<file path="src/rtl/board_editor_if.sv">
// board_editor_if
//   Edit-request handshake between the user-input logic and the board editor.
//   A request is accepted on the rising clock edge where req_valid_in and
//   req_ready_out are both high.
//
//   req_valid_in   requester -> editor  edit request valid
//   req_ready_out  editor -> requester  editor idle and able to accept
//   req_op_in      requester -> editor  00 toggle, 01 set, 10 clear cell, 11 clear board
//   cursor_x_in    requester -> editor  target cell x (board coordinates)
//   cursor_y_in    requester -> editor  target cell y (board coordinates)
interface board_editor_if #(
  parameter int LOG_BOARD_SIZE = 6
);
  logic                      req_valid_in;
  logic                      req_ready_out;
  logic [1:0]                req_op_in;
  logic [LOG_BOARD_SIZE-1:0] cursor_x_in;
  logic [LOG_BOARD_SIZE-1:0] cursor_y_in;

  modport master (
    output req_valid_in,
    output req_op_in,
    output cursor_x_in,
    output cursor_y_in,
    input  req_ready_out
  );

  modport slave (
    input  req_valid_in,
    input  req_op_in,
    input  cursor_x_in,
    input  cursor_y_in,
    output req_ready_out
  );
endinterface

</file>
<file path="src/rtl/board_editor.sv">
// board_editor
//   Write side of the board memory that the frame renderer reads. User edits
//   (toggle / set / clear one cell, or wipe the whole board) are applied by
//   read-modify-write on the board RAM port. The RAM is only touched while
//   render_done_in is high (renderer blank window), so a frame never shows a
//   half-applied edit.
//
//   Word/bit mapping matches the render fetch path:
//     addr = y * (BOARD_SIZE/WORD_SIZE) + (x >> LOG_WORD_SIZE)
//     bit  = WORD_SIZE-1 - x[LOG_WORD_SIZE-1:0]   (MSB = leftmost cell)
//
// Ports
//   clk_130mhz      system clock
//   rst_in          asynchronous, active-high reset
//   req             edit-request handshake (board_editor_if.slave)
//   render_done_in  renderer blank window; RAM access only while high
//   addr_out        board RAM word address
//   data_r_in       board RAM read data (READ_LATENCY cycles after addr_out)
//   data_w_out      board RAM write data
//   we_out          board RAM write enable
//   busy_out        high whenever the editor is not idle
//   done_out        one-cycle pulse the cycle after the final write of a request
module board_editor #(
  parameter int READ_LATENCY   = 2,
  parameter int WORD_SIZE      = 16,
  parameter int LOG_WORD_SIZE  = 4,
  parameter int BOARD_SIZE     = 64,
  parameter int LOG_BOARD_SIZE = 6,
  parameter int LOG_MAX_ADDR   = 8
) (
  input  logic                    clk_130mhz,
  input  logic                    rst_in,
  board_editor_if.slave           req,
  input  logic                    render_done_in,
  output logic [LOG_MAX_ADDR-1:0] addr_out,
  input  logic [WORD_SIZE-1:0]    data_r_in,
  output logic [WORD_SIZE-1:0]    data_w_out,
  output logic                    we_out,
  output logic                    busy_out,
  output logic                    done_out
);

  // Rows hold a power-of-two number of words, so y*WORDS_PER_ROW is a shift.
  localparam int LOG_WPR = LOG_BOARD_SIZE - LOG_WORD_SIZE;
  localparam int CNT_W   = 3;
  localparam logic [CNT_W-1:0] LAT = CNT_W'(READ_LATENCY);
  localparam logic [LOG_MAX_ADDR-1:0] LAST_ADDR =
    LOG_MAX_ADDR'((BOARD_SIZE * BOARD_SIZE) / WORD_SIZE - 1);

  localparam logic [1:0] OP_TOGGLE = 2'b00;
  localparam logic [1:0] OP_SET    = 2'b01;
  localparam logic [1:0] OP_CLEAR  = 2'b10;
  localparam logic [1:0] OP_WIPE   = 2'b11;

  typedef enum logic [2:0] {
    S_IDLE,
    S_WAIT_BLANK,
    S_READ,
    S_WRITE,
    S_SWEEP
  } state_t;

  // RAM word holding cell (x, y).
  function automatic logic [LOG_MAX_ADDR-1:0] word_addr(
    input logic [LOG_BOARD_SIZE-1:0] x,
    input logic [LOG_BOARD_SIZE-1:0] y
  );
    word_addr = (LOG_MAX_ADDR'(y) << LOG_WPR) | LOG_MAX_ADDR'(x >> LOG_WORD_SIZE);
  endfunction

  // One-hot mask of the cell inside its word; leftmost cell is the MSB.
  function automatic logic [WORD_SIZE-1:0] cell_mask(
    input logic [LOG_BOARD_SIZE-1:0] x
  );
    logic [WORD_SIZE-1:0] msb;
    msb = '0;
    msb[WORD_SIZE-1] = 1'b1;
    cell_mask = msb >> x[LOG_WORD_SIZE-1:0];
  endfunction

  function automatic logic [WORD_SIZE-1:0] apply_edit(
    input logic [1:0]           op,
    input logic [WORD_SIZE-1:0] word,
    input logic [WORD_SIZE-1:0] mask
  );
    case (op)
      OP_TOGGLE: apply_edit = word ^ mask;
      OP_SET:    apply_edit = word | mask;
      OP_CLEAR:  apply_edit = word & ~mask;
      default:   apply_edit = word;
    endcase
  endfunction

  state_t                    state_q, state_n;
  logic [1:0]                op_q, op_n;
  logic [LOG_BOARD_SIZE-1:0] x_q, x_n;
  logic [LOG_BOARD_SIZE-1:0] y_q, y_n;
  logic [WORD_SIZE-1:0]      word_q, word_n;
  logic [CNT_W-1:0]          cnt_q, cnt_n;
  logic [LOG_MAX_ADDR-1:0]   sweep_q, sweep_n;
  logic                      fin_q, fin_n;

  logic [LOG_MAX_ADDR-1:0]   addr_n;
  logic [WORD_SIZE-1:0]      data_w_n;
  logic                      we_n;

  // Next-state and next-output decode
  always_comb begin
    state_n  = state_q;
    op_n     = op_q;
    x_n      = x_q;
    y_n      = y_q;
    word_n   = word_q;
    cnt_n    = cnt_q;
    sweep_n  = sweep_q;
    fin_n    = 1'b0;
    addr_n   = addr_out;
    data_w_n = data_w_out;
    we_n     = 1'b0;

    case (state_q)
      S_IDLE: begin
        if (req.req_valid_in && req.req_ready_out) begin
          op_n = req.req_op_in;
          x_n  = req.cursor_x_in;
          y_n  = req.cursor_y_in;
          if (req.req_op_in == OP_WIPE) begin
            sweep_n = '0;
            addr_n  = '0;
            state_n = S_SWEEP;
          end else begin
            state_n = S_WAIT_BLANK;
          end
        end
      end

      S_WAIT_BLANK: begin
        if (render_done_in) begin
          addr_n  = word_addr(x_q, y_q);
          cnt_n   = '0;
          state_n = S_READ;
        end
      end

      S_READ: begin
        // Losing the blank window mid-read discards the read entirely; the
        // word is fetched again once the next window opens.
        if (!render_done_in) begin
          state_n = S_WAIT_BLANK;
        end else if (cnt_q == LAT) begin
          word_n  = apply_edit(op_q, data_r_in, cell_mask(x_q));
          state_n = S_WRITE;
        end else begin
          cnt_n = cnt_q + CNT_W'(1);
        end
      end

      S_WRITE: begin
        // Without a blank window the captured word may already be stale, so
        // fall back to a full re-read rather than holding the write.
        if (render_done_in) begin
          we_n     = 1'b1;
          data_w_n = word_q;
          fin_n    = 1'b1;
          state_n  = S_IDLE;
        end else begin
          state_n = S_WAIT_BLANK;
        end
      end

      S_SWEEP: begin
        if (render_done_in) begin
          we_n     = 1'b1;
          data_w_n = '0;
          addr_n   = sweep_q;
          sweep_n  = sweep_q + LOG_MAX_ADDR'(1);
          if (sweep_q == LAST_ADDR) begin
            fin_n   = 1'b1;
            state_n = S_IDLE;
          end
        end
      end

      default: state_n = S_IDLE;
    endcase
  end

  // Control and output registers
  always_ff @(posedge clk_130mhz or posedge rst_in) begin
    if (rst_in) begin
      state_q           <= S_IDLE;
      cnt_q             <= '0;
      sweep_q           <= '0;
      fin_q             <= 1'b0;
      req.req_ready_out <= 1'b1;
      addr_out          <= '0;
      data_w_out        <= '0;
      we_out            <= 1'b0;
      busy_out          <= 1'b0;
      done_out          <= 1'b0;
    end else begin
      state_q           <= state_n;
      cnt_q             <= cnt_n;
      sweep_q           <= sweep_n;
      fin_q             <= fin_n;
      req.req_ready_out <= (state_n == S_IDLE);
      addr_out          <= addr_n;
      data_w_out        <= data_w_n;
      we_out            <= we_n;
      busy_out          <= (state_n != S_IDLE);
      // fin_q rides alongside the final write, so done lands one cycle later.
      done_out          <= fin_q;
    end
  end

  // Request/data holding registers
  always_ff @(posedge clk_130mhz) begin
    op_q   <= op_n;
    x_q    <= x_n;
    y_q    <= y_n;
    word_q <= word_n;
  end

endmodule

</file>
<file path="src/flat_wrapper.sv">
// flat-port wrapper written by rule: the top's interface ports become plain ports
module board_editor_flat 
#(
  parameter int READ_LATENCY   = 2,
  parameter int WORD_SIZE      = 16,
  parameter int LOG_WORD_SIZE  = 4,
  parameter int BOARD_SIZE     = 64,
  parameter int LOG_BOARD_SIZE = 6,
  parameter int LOG_MAX_ADDR   = 8
)
  (clk_130mhz, rst_in, render_done_in, addr_out, data_r_in, data_w_out, we_out, busy_out, done_out, req_req_valid_in, req_req_op_in, req_cursor_x_in, req_cursor_y_in, req_req_ready_out);
  board_editor_if #(.LOG_BOARD_SIZE(LOG_BOARD_SIZE)) req_i ();
  input  logic clk_130mhz;
  input  logic rst_in;
  input  logic render_done_in;
  output logic [LOG_MAX_ADDR-1:0] addr_out;
  input  logic [WORD_SIZE-1:0] data_r_in;
  output logic [WORD_SIZE-1:0] data_w_out;
  output logic we_out;
  output logic busy_out;
  output logic done_out;
  input wire logic [$bits(req_i.req_valid_in)-1:0] req_req_valid_in;
  input wire logic [$bits(req_i.req_op_in)-1:0] req_req_op_in;
  input wire logic [$bits(req_i.cursor_x_in)-1:0] req_cursor_x_in;
  input wire logic [$bits(req_i.cursor_y_in)-1:0] req_cursor_y_in;
  output wire logic [$bits(req_i.req_ready_out)-1:0] req_req_ready_out;
  assign req_i.req_valid_in = req_req_valid_in;
  assign req_i.req_op_in = req_req_op_in;
  assign req_i.cursor_x_in = req_cursor_x_in;
  assign req_i.cursor_y_in = req_cursor_y_in;
  assign req_req_ready_out = req_i.req_ready_out;
  board_editor #(.READ_LATENCY(READ_LATENCY), .WORD_SIZE(WORD_SIZE), .LOG_WORD_SIZE(LOG_WORD_SIZE), .BOARD_SIZE(BOARD_SIZE), .LOG_BOARD_SIZE(LOG_BOARD_SIZE), .LOG_MAX_ADDR(LOG_MAX_ADDR)) u_core (.clk_130mhz(clk_130mhz), .rst_in(rst_in), .req(req_i), .render_done_in(render_done_in), .addr_out(addr_out), .data_r_in(data_r_in), .data_w_out(data_w_out), .we_out(we_out), .busy_out(busy_out), .done_out(done_out));
endmodule
</file>
<file path="config.mk">
export PLATFORM = sky130hd
export DESIGN_NAME = board_editor_flat
export DESIGN_NICKNAME = d
export VERILOG_FILES = /design/src/rtl/board_editor_if.sv /design/src/rtl/board_editor.sv /design/src/flat_wrapper.sv
export SDC_FILE = /design/constraint.sdc
export NUM_CORES = 1
export LEC_CHECK = 0
export ABC_CLOCK_PERIOD_IN_PS = 2400
export CORE_MARGIN = 8
export CORE_UTILIZATION = 49
export CTS_CLUSTER_SIZE = 28
export DETAILED_ROUTE_END_ITERATION = 12
export HOLD_SLACK_MARGIN = 0.02
export PLACE_DENSITY = 0.8
export SKIP_CTS_REPAIR_TIMING = 1
export SYNTH_ARGS = -nofsm -noshare
export SYNTH_HDL_FRONTEND = slang
export SYNTH_SLANG_ARGS = --single-unit
</file>
<file path="constraint.sdc">
create_clock -name clk_130mhz -period 2.4 [get_ports clk_130mhz]
set_clock_uncertainty 0.15 [all_clocks]
set_input_delay 0.36 -clock clk_130mhz [delete_from_list [all_inputs] [get_ports clk_130mhz]]
set_output_delay 0.36 -clock clk_130mhz [all_outputs]
set_load 0.03 [all_outputs]
</file>
## Yosys cells after proc, flatten, opt, wreduce, memory -nomap -nowiden

Cells that the tools add are included.

| word-level totals | value |
|---|---|
| latch bits | 0 |
| register bits | 73 |
| output and inout bits | 28 |
| bits of input ports | 34 |
| bits in read-only memories | 0 |
| memory bits (writable) | 0 |
| memories kept | 0 |
| word-level logic and storage cells | 83 |

| cells by class | value |
|---|---|
| add/sub/neg operators | 2 |
| multiplexer cells | 29 |
| equality and inequality tests | 16 |
| divide/modulo/power cells | 0 |
| magnitude comparators | 0 |
| shift-type cells | 1 |
| multipliers | 0 |
| bitwise operators | 5 |
| reduce and logical (&&, ||, !) cells | 16 |

Operators by type and width:

| cell | count |
|---|---|
| $pmux W16 S3 | 1 |
| $mux W8 | 5 |
| $mux W16 | 2 |
| $pmux W16 S2 | 1 |
| $mux W3 | 10 |
| $pmux W8 S3 | 1 |
| $and A16 B16 Y16 | 1 |
| $not A16 Y16 | 1 |
| $or A16 B16 Y16 | 1 |
| $pmux W8 S2 | 1 |
| $shr A16 B4 Y16 const A | 1 |
| $xor A16 B16 Y16 | 1 |
| $pmux W3 S5 | 1 |
| $ne A2 B2 Y1 const B | 5 |
| $eq A3 B2 Y1 const B | 3 |
| $add A8 B1 Y8 const B | 1 |
| $eq A8 B8 Y1 const B | 1 |
| $or A8 B2 Y8 | 1 |
| $reduce_and A4 Y1 | 2 |
| $logic_not A3 Y1 | 2 |
| $pmux W3 S2 | 1 |
| $reduce_and A3 Y1 | 2 |
| $reduce_bool A2 Y1 | 3 |
| $reduce_bool A3 Y1 | 2 |
| 13 further kinds | 19 |

## Longest topological paths before layout

Gate-level depths: netlist of the first run.

| logic depth | value |
|---|---|
| word-level depth | 5 |
| mapped depth | 6 |
| gate-level depth less buffers | 5 |

## Worst setup path after synthesis of the first run

No wires, ideal clock.

| path | value |
|---|---|
| path kind | register to register |
| start point | register u_core.state_q[0] |
| end point | register u_core.op_q[0], enable pin |
| stages on the path, launching flop included | 5 |
| path slack | 0.167 ns |
| period minus slack after synthesis | 2.233 ns |
| arrival | 1.699 ns |
| library setup time | 0.384 ns |
| cell sequence | dfrtp_1 > buf_4 > or3_4 > buf_2 > nor2_1 |

| on the way | value |
|---|---|
| cells in the longest elaborated chain, start to end | 2 |

RTL lines:

| what | line | source |
|---|---|---|
| from (decl) | board_editor.sv:94 | `state_t state_q, state_n;` |
| from (signal assigned) | board_editor.sv:202 | `state_q <= state_n;` |
| $logic_not A3 Y1 | board_editor.sv:121 | `case (state_q)` |
| $reduce_and A2 Y1 (no source line) | -- |  |
| to (signal assigned) | board_editor.sv:218 | `op_q <= op_n;` |
| to (decl) | board_editor.sv:95 | `logic [1:0] op_q, op_n;` |

Every way passes these cells.
A chain may end at the register's enable or synchronous reset.

## Worst setup path in the final report of the first run

| path | value |
|---|---|
| start point | register u_core.x_q[2] |
| end point | register u_core.word_q[1] (data pin) |

| on the way | value |
|---|---|
| cells in the longest elaborated chain, start to end | 4 |
| elaborated cells on any way between the ends | 6 |

RTL lines:

| what | line | source |
|---|---|---|
| from (decl) | board_editor.sv:96 | `logic [LOG_BOARD_SIZE-1:0] x_q, x_n;` |
| from (signal assigned) | board_editor.sv:219 | `x_q <= x_n;` |
| $shr A16 B4 Y16 (*) | board_editor.sv:78 | `cell_mask = msb >> x[LOG_WORD_SIZE-1:0];` |
| $not A16 Y16 | board_editor.sv:89 | `OP_CLEAR: apply_edit = word & ~mask;` |
| $and A16 B16 Y16 | board_editor.sv:89 |  |
| $pmux W16 S3 (*) | board_editor.sv:86 | `case (op)` |
| to (signal assigned) | board_editor.sv:221 | `word_q <= word_n;` |
| to (decl) | board_editor.sv:98 | `logic [WORD_SIZE-1:0] word_q, word_n;` |

Mark *: on every way between the ends. The rest lies on a longest branch, timed or not.

==> results of run 1 <==
## routing by layer
metal / vias up / track usage [%] / routed length [um]
li1: 1317 / - / -
met1: 1371 / 19.64 / 3516
met2: 89 / 23.24 / 3914
met3: 14 / 3.690 / 493
met4: 0 / 6.332 / 170
met5: - / 0 / 0
## stage by stage
stage | hold WS [ps] | instance area [sq um]
after floorplan | 181.2 | 3998
after global placement | 186.4 | 4761
after detailed placement | 194.1 | 4761
after CTS | 213.0 | 4955
after global routing | 220.2 | 4955
final | 212.2 | 4955
## kinds of logic (layout without fill, tap and decap cells)
group	Yosys count	after routing	synth area share (%)
DFF	73	73	49.48
muxes	28	28	12.27
AOI/OAI and AO/OA	52	52	9.389
adders and majority gates	35	35	10.95
buffers and inverters	56	130	5.853
and+or+nand+nor	77	77	11.61
xor gates and xnor gates	2	2	0.4383
## power by group through the flow
stage | registers [mW] | logic, mW | clock network, mW
after floorplan | 2.30 | 0.967 | 0
after global placement | 1.92 | 2.07 | 0
after detailed placement | 1.93 | 2.12 | 0
after CTS | 1.91 | 2.13 | 0.946
after global routing | 1.95 | 2.27 | 1.00
final | 1.90 | 2.11 | 0.928
## final timing paths
kind | from | to | slack, ps | cells after the start
max in group asynchronous | rst_in | u_core.req.req_ready_out$_DFF_PP1_ | 1420 | 3
worst min-delay path | u_core.fin_q$_DFF_PP0_ | u_core.done_out$_DFF_PP0_ | 210 | 0
worst max register to register | u_core.x_q[2]$_DFFE_PP_ | u_core.word_q[1]$_DFFE_PP_ | 240 | 4
min in group asynchronous | rst_in | u_core.data_w_out[12]$_DFFE_PP0P_ | 280 | 3
worst min register to register | u_core.fin_q$_DFF_PP0_ | u_core.done_out$_DFF_PP0_ | 210 | 0
worst max-delay path | u_core.x_q[2]$_DFFE_PP_ | u_core.word_q[1]$_DFFE_PP_ | 240 | 4
## layout make-up
| class | count | area (sq um) | area share [%] |
|---|---|---|---|
| timing repair buffer | 76 | 723.2 | 14.60 |
| clock buffer | 9 | 123.9 | 2.500 |
| tap | 105 | 131.4 | 2.652 |
| multi-input combinational | 194 | 1785 | 36.04 |
| clock inverter | 7 | 70.07 | 1.414 |
| sequential | 73 | 1978 | 39.92 |
| inverter | 38 | 142.6 | 2.879 |
## flip-flops by register name, summed over array words and instances, names as in the netlist
| signal | flops |
|---|---|
| u_core.addr_out | 8 |
| u_core.busy_out | 1 |
| u_core.cnt_q | 3 |
| u_core.data_w_out | 16 |
| u_core.done_out | 1 |
| u_core.fin_q | 1 |
| u_core.op_q | 2 |
| u_core.req.req_ready_out | 1 |
| u_core.state_q | 3 |
| u_core.sweep_q | 8 |
| u_core.we_out | 1 |
| u_core.word_q | 16 |
| u_core.x_q | 6 |
| u_core.y_q | 6 |
## Yosys cell counts (all sizes together) (3+ instances only)
library cell	instances
dfrtp	42
inv	38
ha	35
edfxtp	30
a22o	17
mux4	16
nand3b	16
nand2	15
a21oi	13
buf	12
nand3	11
o21ai	9
mux2	8
clkbuf	6
nor2	6
nor2b	6
mux2i	4
or3	4
and3	3
o22ai	3
==> flow_metrics.env, run 1 <==
export IMPL_maxSlewViolCount=0
export IMPL_synth_cells=323
export IMPL_gp_congestion=0.8142
export IMPL_dp_cells=486
export IMPL_powerDensity_mw_per_mm2=997.2
export IMPL_postLayoutSetupSlackWorst_ps=242.4
export IMPL_mostFrequentLayoutCells="clkdlybuf4s50_1 (61), dfrtp_1 (42), inv_1 (38)"
export IMPL_ir_worst_vdd_uv=509.9
export IMPL_netSwitchingFraction_pct=38.06
export IMPL_ant_nets=0
export IMPL_start_util_pct=49.65
export IMPL_yosysSeqAreaShare_pct=49.48
export IMPL_synth_distinct_cells=46
export IMPL_drc=0
export IMPL_crit_fanout=7
export IMPL_wl_mm=8.094
export IMPL_crit_buf_inv=0
export IMPL_ys_flop_type="dfrtp_1"
export IMPL_overflow=0
export IMPL_path_cells="nor2b_1, nand3_1, ha_1, mux4_2"
export IMPL_cts_tree="yes"
export IMPL_worstHoldPathType="reg -> reg"
export IMPL_synthesis_nets=392
export IMPL_synth_edf_count=30
export IMPL_drtIter0Drc=165
export IMPL_die_area_sq_mm=0.01131
export IMPL_ys_seq_elements=73
export IMPL_critPathLaunchType="flop"
export IMPL_final_cell_count_no_fill=502
export IMPL_numPortBuffers=61
export IMPL_switching_power_mw=1.880
export IMPL_mappedNetlistArea_sq_mm=0.003998
export IMPL_layout_drive_gt1_share_pct=15.37
export IMPL_cts_root_buf="clkbuf_8"
export IMPL_fp_dieH_um=106.3
export IMPL_grt_usage_pct=14.99
export IMPL_first_global_vias=2839
export IMPL_fmax_ghz=0.4635
export IMPL_period_needed_ps=2158
export IMPL_dr_pass1_iters=4
export IMPL_cts_sinks=73
export IMPL_setup_viol=0
export IMPL_post_place_ws_ps=205.9
export IMPL_clockBufferDepth=2
export IMPL_crit_type="reg -> reg"
export IMPL_p_leak_nw=2.094
export IMPL_rsz0062_at_grt="no"
export IMPL_grt_max_degree=44
export IMPL_worstSetupEndpointType="flop"
export IMPL_power_frac_seq_pct=38.5
export IMPL_total_power_mw=4.941
export IMPL_crit_path_max_incr_delay_ps=480
export IMPL_async_flop_share_pct=58.90
export IMPL_via_per_inst=5.560
export IMPL_hpwl_mm=6.123
export IMPL_internal_power_mw=3.060
export IMPL_status="finished clean"
export IMPL_netlist_area_leader_share_pct=26.29
export IMPL_final_fill_count=632
export IMPL_synth_area_leaders="dfrtp_1 (26%), edfxtp_1 (23%), ha_1 (11%), mux4_2 (9.0%), a22o_1 (3.7%)"
export IMPL_synth_avg_cell_area_sq_um=12.38
export IMPL_final_nets=461
export IMPL_h_tree_depth=3
export IMPL_period_share_pct=89.90
export IMPL_synth_top_area_cell="dfrtp_1"
export IMPL_synth_warnings=0
export IMPL_critPathTopFamily="flip-flops"
export IMPL_slew_headroom_pct=56.13
export IMPL_final_common_cell="clkdlybuf4s50_1"
export IMPL_num_rows=33
export IMPL_finalSetupTns_ps=0
export IMPL_wl_per_cell_um=16.12
export IMPL_clk_pin_slew_ps=90
export IMPL_worst_endpoint_arrival_ps=2090
export IMPL_cap_violations=0
export IMPL_vias=2791
export IMPL_clk_latency_ps=350
export IMPL_syn2layout_area_growth_pct=23.94
export IMPL_antenna_found_initial=0
export IMPL_critical_path_slowest_cell="edfxtp_1"
export IMPL_clockPowerShare_pct=18.8
export IMPL_insertedDiodeCount=0
export IMPL_die_w_um=106.3
export IMPL_hold_viol_final=0
export IMPL_grt_pass1_wl_mm=13.72
export IMPL_power_frac_comb_pct=42.7
export IMPL_crit_required_ps=2330
export IMPL_fin_util_pct=61.54
export IMPL_io_pins=62
export IMPL_worst_pin_slew_ps=641.5
export IMPL_cts_buffers=9
export IMPL_coreArea_sq_mm=0.008051
Note: power is estimated with default switching activity, not from simulation.
==> inputs of run 2 (changes only) <==
CORE_MARGIN = 2   (was 8)
==> flow_metrics.env, run 2 (synthesis gave the netlist of run 1 again) <==
export IMPL_status="finished clean"
export IMPL_first_global_vias=2749
export IMPL_slew_headroom_pct=53.81
export IMPL_syn2layout_area_growth_pct=23.35
export IMPL_die_area_sq_mm=0.008897
export IMPL_ir_worst_vdd_uv=363.0
export IMPL_coreArea_sq_mm=0.007807
export IMPL_cts_buffers=9
export IMPL_path_cells="nor2b_1, nand3_1, ha_1, mux4_2"
export IMPL_r2r_start="u_core.x_q[3]$_DFFE_PP_"
export IMPL_finalSetupTns_ps=0
export IMPL_crit_type="reg -> reg"
export IMPL_hpwl_mm=5.933
export IMPL_dr_pass1_iters=5
export IMPL_post_place_ws_ps=247.3
export IMPL_period_needed_ps=2098
export IMPL_clk_pin_slew_ps=70
export IMPL_grt_usage_pct=20.05
export IMPL_final_common_cell="clkdlybuf4s50_1"
export IMPL_die_w_um=94.33
export IMPL_clockPowerShare_pct=17.8
export IMPL_cts_tree="yes"
export IMPL_start_util_pct=51.20
export IMPL_antenna_found_initial=0
export IMPL_maxSlewViolCount=0
export IMPL_worstSetupEndpointType="flop"
export IMPL_via_per_inst=5.473
export IMPL_worstHoldPathCells=0
export IMPL_whs_ps=205.3
export IMPL_crit_fanout=7
export IMPL_cts_sinks=73
export IMPL_wl_per_cell_um=16.19
export IMPL_netSwitchingFraction_pct=36.81
export IMPL_numPortBuffers=61
export IMPL_critPathLaunchType="flop"
export IMPL_grt_max_degree=44
export IMPL_critical_path_slowest_cell="edfxtp_1"
export IMPL_period_share_pct=87.44
export IMPL_worstHoldPathType="reg -> reg"
export IMPL_power_frac_seq_pct=38.4
export IMPL_reg2reg_depth=4
export IMPL_insertedDiodeCount=0
export IMPL_num_rows=32
export IMPL_r2r_end="u_core.word_q[8]$_DFFE_PP_"
export IMPL_switching_power_mw=1.801
export IMPL_crit_buf_inv=0
export IMPL_rsz0062_at_grt="no"
export IMPL_p_leak_nw=2.088
export IMPL_final_nets=461
export IMPL_grt_pass1_wl_mm=13.57
export IMPL_io_pins=62
export IMPL_drc=0
export IMPL_worst_pin_slew_ps=675.3
export IMPL_power_frac_comb_pct=43.8
export IMPL_critPathTopFamily="flip-flops"
export IMPL_hold_viol_final=0
export IMPL_powerDensity_mw_per_mm2=992.5
export IMPL_fmax_ghz=0.4765
export IMPL_cap_violations=0
export IMPL_crit_path_max_incr_delay_ps=480
export IMPL_final_fill_count=601
export IMPL_gp_congestion=0.8212
export IMPL_overflow=0
export IMPL_worst_endpoint_arrival_ps=2030
export IMPL_ant_nets=0
export IMPL_postLayoutSetupSlackWorst_ps=301.5
export IMPL_cts_root_buf="clkbuf_8"
export IMPL_fp_dieH_um=94.33
export IMPL_layout_drive_gt1_share_pct=14.36
export IMPL_mostFrequentLayoutCells="clkdlybuf4s50_1 (61), dfrtp_1 (42), inv_1 (38)"
export IMPL_hold_start="u_core.fin_q$_DFF_PP0_"
export IMPL_largestRegisters="u_core.data_w_out: 16 flops, u_core.word_q: 16 flops"
export IMPL_h_tree_depth=3
export IMPL_drtIter0Drc=124
export IMPL_vias=2731
export IMPL_crit_required_ps=2330
export IMPL_clk_latency_ps=350
export IMPL_rrSetupSlack_ps=300
export IMPL_wl_mm=8.081
export IMPL_internal_power_mw=3.093
export IMPL_hold_end="u_core.done_out$_DFF_PP0_"
export IMPL_clockBufferDepth=2
export IMPL_setup_viol=0
[run 2: layout make-up]
cell class	instances	area, sq um	share of cell area [%]
Timing Repair Buffer	76	723.2	14.67
Clock inverter	3	13.76	0.2791
Tap cell	102	127.6	2.588
Sequential cell	73	1978	40.12
Multi-Input combinational cell	194	1785	36.21
Inverter	38	142.6	2.893
Clock buffer	13	160.2	3.248
[run 2: per-layer routing]
| metal | global-route usage [%] | vias to the layer above | part of all wire [%] |
|---|---|---|---|
| li1 | - | 1313 | - |
| met1 | 29.18 | 1346 | 48 |
| met2 | 30.06 | 61 | 47 |
| met3 | 4.254 | 11 | 3.5 |
| met4 | 6.884 | 0 | 1.5 |
| met5 | 0 | - | 0 |
[run 2: power by group through the flow]
stage / combinational, mW / clock (mW) / sequential (mW)
detailed placement: 2.15 / 0 / 1.90
finish: 2.14 / 0.872 / 1.88
global placement: 2.09 / 0 / 1.90
CTS: 2.15 / 0.890 / 1.88
floorplan: 0.967 / 0 / 2.30
global route: 2.30 / 0.946 / 1.92
[run 2: how the worst max path moves through the flow]
stage                                            start                     endpoint  slack [ps]  depth (start not counted)
detailed placement                      render_done_in  u_core.cnt_q[0]$_DFFE_PP0P_         250                          5
finish                         u_core.x_q[3]$_DFFE_PP_   u_core.word_q[8]$_DFFE_PP_         300                          4
floorplan                  u_core.state_q[0]$_DFF_PP0_     u_core.op_q[0]$_DFFE_PP_         170                          4
CTS                 u_core.req.req_ready_out$_DFF_PP1_            req_req_ready_out         290                          1
global placement                          data_r_in[9]   u_core.word_q[9]$_DFFE_PP_         300                          4
global route                   u_core.x_q[1]$_DFFE_PP_   u_core.word_q[2]$_DFFE_PP_         190                          4
[run 2: metrics by stage]
step | util, % | power (mW) | instance area [sq um] | cells
final | 63.16 | 4.894 | 4931 | 499
after global placement | 60.93 | 3.990 | 4757 | 483
after global routing | 63.16 | 5.163 | 4931 | 499
after detailed placement | 60.93 | 4.052 | 4757 | 483
after floorplan | - | 3.263 | 3998 | 323
after CTS | 63.16 | 4.923 | 4931 | 499
==> inputs of run 3 (changes only) <==
ABC_AREA = 1   (was not set)
==> flow_metrics.env, run 3 <==
export IMPL_numPortBuffers=61
export IMPL_wl_mm=8.817
export IMPL_rrSetupSlack_ps=320
export IMPL_async_flop_share_pct=58.90
export IMPL_final_nets=595
export IMPL_cts_buffers=9
export IMPL_gp_congestion=0.9095
export IMPL_worst_pin_slew_ps=1080
export IMPL_first_global_vias=3195
export IMPL_setup_viol=0
export IMPL_yosysSeqAreaShare_pct=49.83
export IMPL_top_layer_used="met4"
export IMPL_drtIter0Drc=212
export IMPL_layout_drive_gt1_share_pct=6.591
export IMPL_ff_latch_area_sq_mm=0.001978
export IMPL_cap_violations=0
export IMPL_period_share_pct=86.69
export IMPL_synth_edf_count=30
export IMPL_critPathLaunchType="flop"
export IMPL_via_per_inst=5.213
export IMPL_worstHoldPathCells=0
export IMPL_syn2layout_area_growth_pct=23.42
export IMPL_synth_avg_cell_area_sq_um=8.612
export IMPL_hold_viol_final=0
export IMPL_start_util_pct=50.85
export IMPL_insertedDiodeCount=0
export IMPL_r2r_start="u_core.op_q[0]$_DFFE_PP_"
export IMPL_synth_warnings=0
export IMPL_vias=3300
export IMPL_synth_top_area_cell="dfrtp_1"
export IMPL_crit_fanout=16
export IMPL_cts_tree="yes"
export IMPL_period_needed_ps=2081
export IMPL_status="finished clean"
export IMPL_crit_required_ps=2400
export IMPL_yosysMostFrequentCell="nand2_1"
export IMPL_grt_pass1_wl_mm=14.71
export IMPL_reg2reg_depth=5
export IMPL_hold_start="u_core.fin_q$_DFF_PP0_"
export IMPL_synthesis_nets=530
export IMPL_met2WireLength_mm=4.323
export IMPL_fin_area_sq_mm=0.004900
export IMPL_coreArea_sq_mm=0.007807
export IMPL_die_area_sq_mm=0.008838
export IMPL_dr_pass1_iters=4
export IMPL_netlist_top_cells_count="nand2_1 (140), dfrtp_1 (42), inv_1 (39)"
export IMPL_drt_met1_wl_mm=3.859
export IMPL_p_leak_nw=2.255
export IMPL_synth_cells=461
export IMPL_grt_usage_pct=21.74
export IMPL_fp_dieH_um=94.01
export IMPL_cts_sinks=73
export IMPL_wl_per_cell_um=13.93
export IMPL_clk_latency_ps=360
export IMPL_multi_input_area_sq_mm=0.001753
export IMPL_antenna_found_initial=0
export IMPL_grt_max_degree=44
export IMPL_cts_root_buf="clkbuf_8"
export IMPL_largestRegisters="u_core.data_w_out: 16 flops, u_core.word_q: 16 flops"
export IMPL_ant_nets=0
export IMPL_worst_endpoint_arrival_ps=2080
export IMPL_fin_util_pct=62.76
export IMPL_netlist_area_leader_share_pct=26.47
export IMPL_worstSetupEndpointType="flop"
export IMPL_final_common_cell="nand2_1"
export IMPL_drc=0
export IMPL_ys_flop_type="dfrtp_1"
export IMPL_overflow=0
export IMPL_worstHoldPathType="reg -> reg"
export IMPL_powerDensity_mw_per_mm2=635.3
export IMPL_r2r_end="u_core.word_q[12]$_DFFE_PP_"
export IMPL_die_w_um=94.01
export IMPL_final_fill_count=628
export IMPL_hpwl_mm=6.364
export IMPL_ys_seq_elements=73
export IMPL_rsz0062_at_grt="no"
export IMPL_dr_wl_met3_um=458
export IMPL_slew_headroom_pct=27.76
export IMPL_mostFrequentLayoutCells="nand2_1 (140), clkdlybuf4s50_1 (61), dfrtp_1 (42)"
export IMPL_ir_worst_vdd_uv=303.8
export IMPL_fmax_ghz=0.4806
export IMPL_h_tree_depth=3
export IMPL_crit_type="reg -> reg"
export IMPL_synth_area_leaders="dfrtp_1 (26%), edfxtp_1 (23%), nand2_1 (13%), ha_1 (11%), nand3_1 (4.8%)"
export IMPL_hold_end="u_core.done_out$_DFF_PP0_"
export IMPL_clockBufferDepth=2
export IMPL_finalSetupTns_ps=0
export IMPL_mappedNetlistArea_sq_mm=0.003970
export IMPL_dpl_instance_area_sq_mm=0.004687
export IMPL_maxSlewViolCount=0
export IMPL_clk_pin_slew_ps=80
export IMPL_io_pins=62
export IMPL_whs_ps=204.0
export IMPL_total_power_mw=3.113
export IMPL_synth_distinct_cells=24
export IMPL_num_rows=32
-- run 3: cell types whose count changed after synthesis, moves of 5 or more --
cell / delta
inv_2: +7
nand3_1: +27
a22o_1: -17
nor2b_1: -6
nand2_1: +125
mux2_2: -8
mux4_2: -16
nand4_1: +17
nor2_1: +23
buf_2: -5
nand3b_1: -16
o21ai_0: +28
-- run 3: area by class of cell --
type,instances,area share [%]
Tap cell,102,2.605
Multi-Input combinational cell,329,35.78
Clock buffer,12,2.758
Inverter,46,3.524
Clock inverter,4,1.583
Sequential cell,73,40.37
Timing Repair Buffer,67,13.38
-- run 3: worst max path at each step --
stage	start	to	slack (ps)	cells after the start
final	u_core.op_q[0]$_DFFE_PP_	u_core.word_q[12]$_DFFE_PP_	320	5
after global routing	u_core.op_q[0]$_DFFE_PP_	u_core.word_q[12]$_DFFE_PP_	190	5
after CTS	u_core.req.req_ready_out$_DFF_PP1_	req_req_ready_out	320	1
after detailed placement	u_core.op_q[0]$_DFFE_PP_	u_core.word_q[4]$_DFFE_PP_	400	5
after global placement	render_done_in	u_core.word_q[12]$_DFFE_PP_	480	4
after floorplan	u_core.cnt_q[0]$_DFFE_PP0P_	u_core.word_q[0]$_DFFE_PP_	270	6
-- run 3: critical path: stages, from the launching register on --
cell and delay, ps:
edfxtp_1 430, nor2_1 850, nand2_1 140, o21ai_0 120, a21oi_1 60, o21ai_0 130
-- run 3: cells by family after synthesis --
group,after synthesis,share of synthesized area (%)
simple gates,234,25.37
flops,73,49.83
compound gates,59,7.532
buf+inv,59,6.020
fa+ha+maj,35,11.03
xor+xnor,1,0.2207
-- run 3: metal layers --
layer	up-vias	GRT usage (%)
li1	1655	-
met1	1523	27.65
met2	104	35.42
met3	18	4.575
met4	0	10.39
met5	-	0
-- run 3: metrics by stage --
step | std cells | setup slack [ps]
after floorplan | 461 | 273.2
after global placement | 617 | 484.6
final | 633 | 319.4
after CTS | 633 | 321.2
after global routing | 633 | 193.4
after detailed placement | 617 | 403.6
-- run 3: report_power, final --
part           internal, mW  switching [mW]  total [mW]
clock                 0.591           0.480        1.07
sequential             1.39          0.0918        1.48
combinational         0.241           0.320       0.562
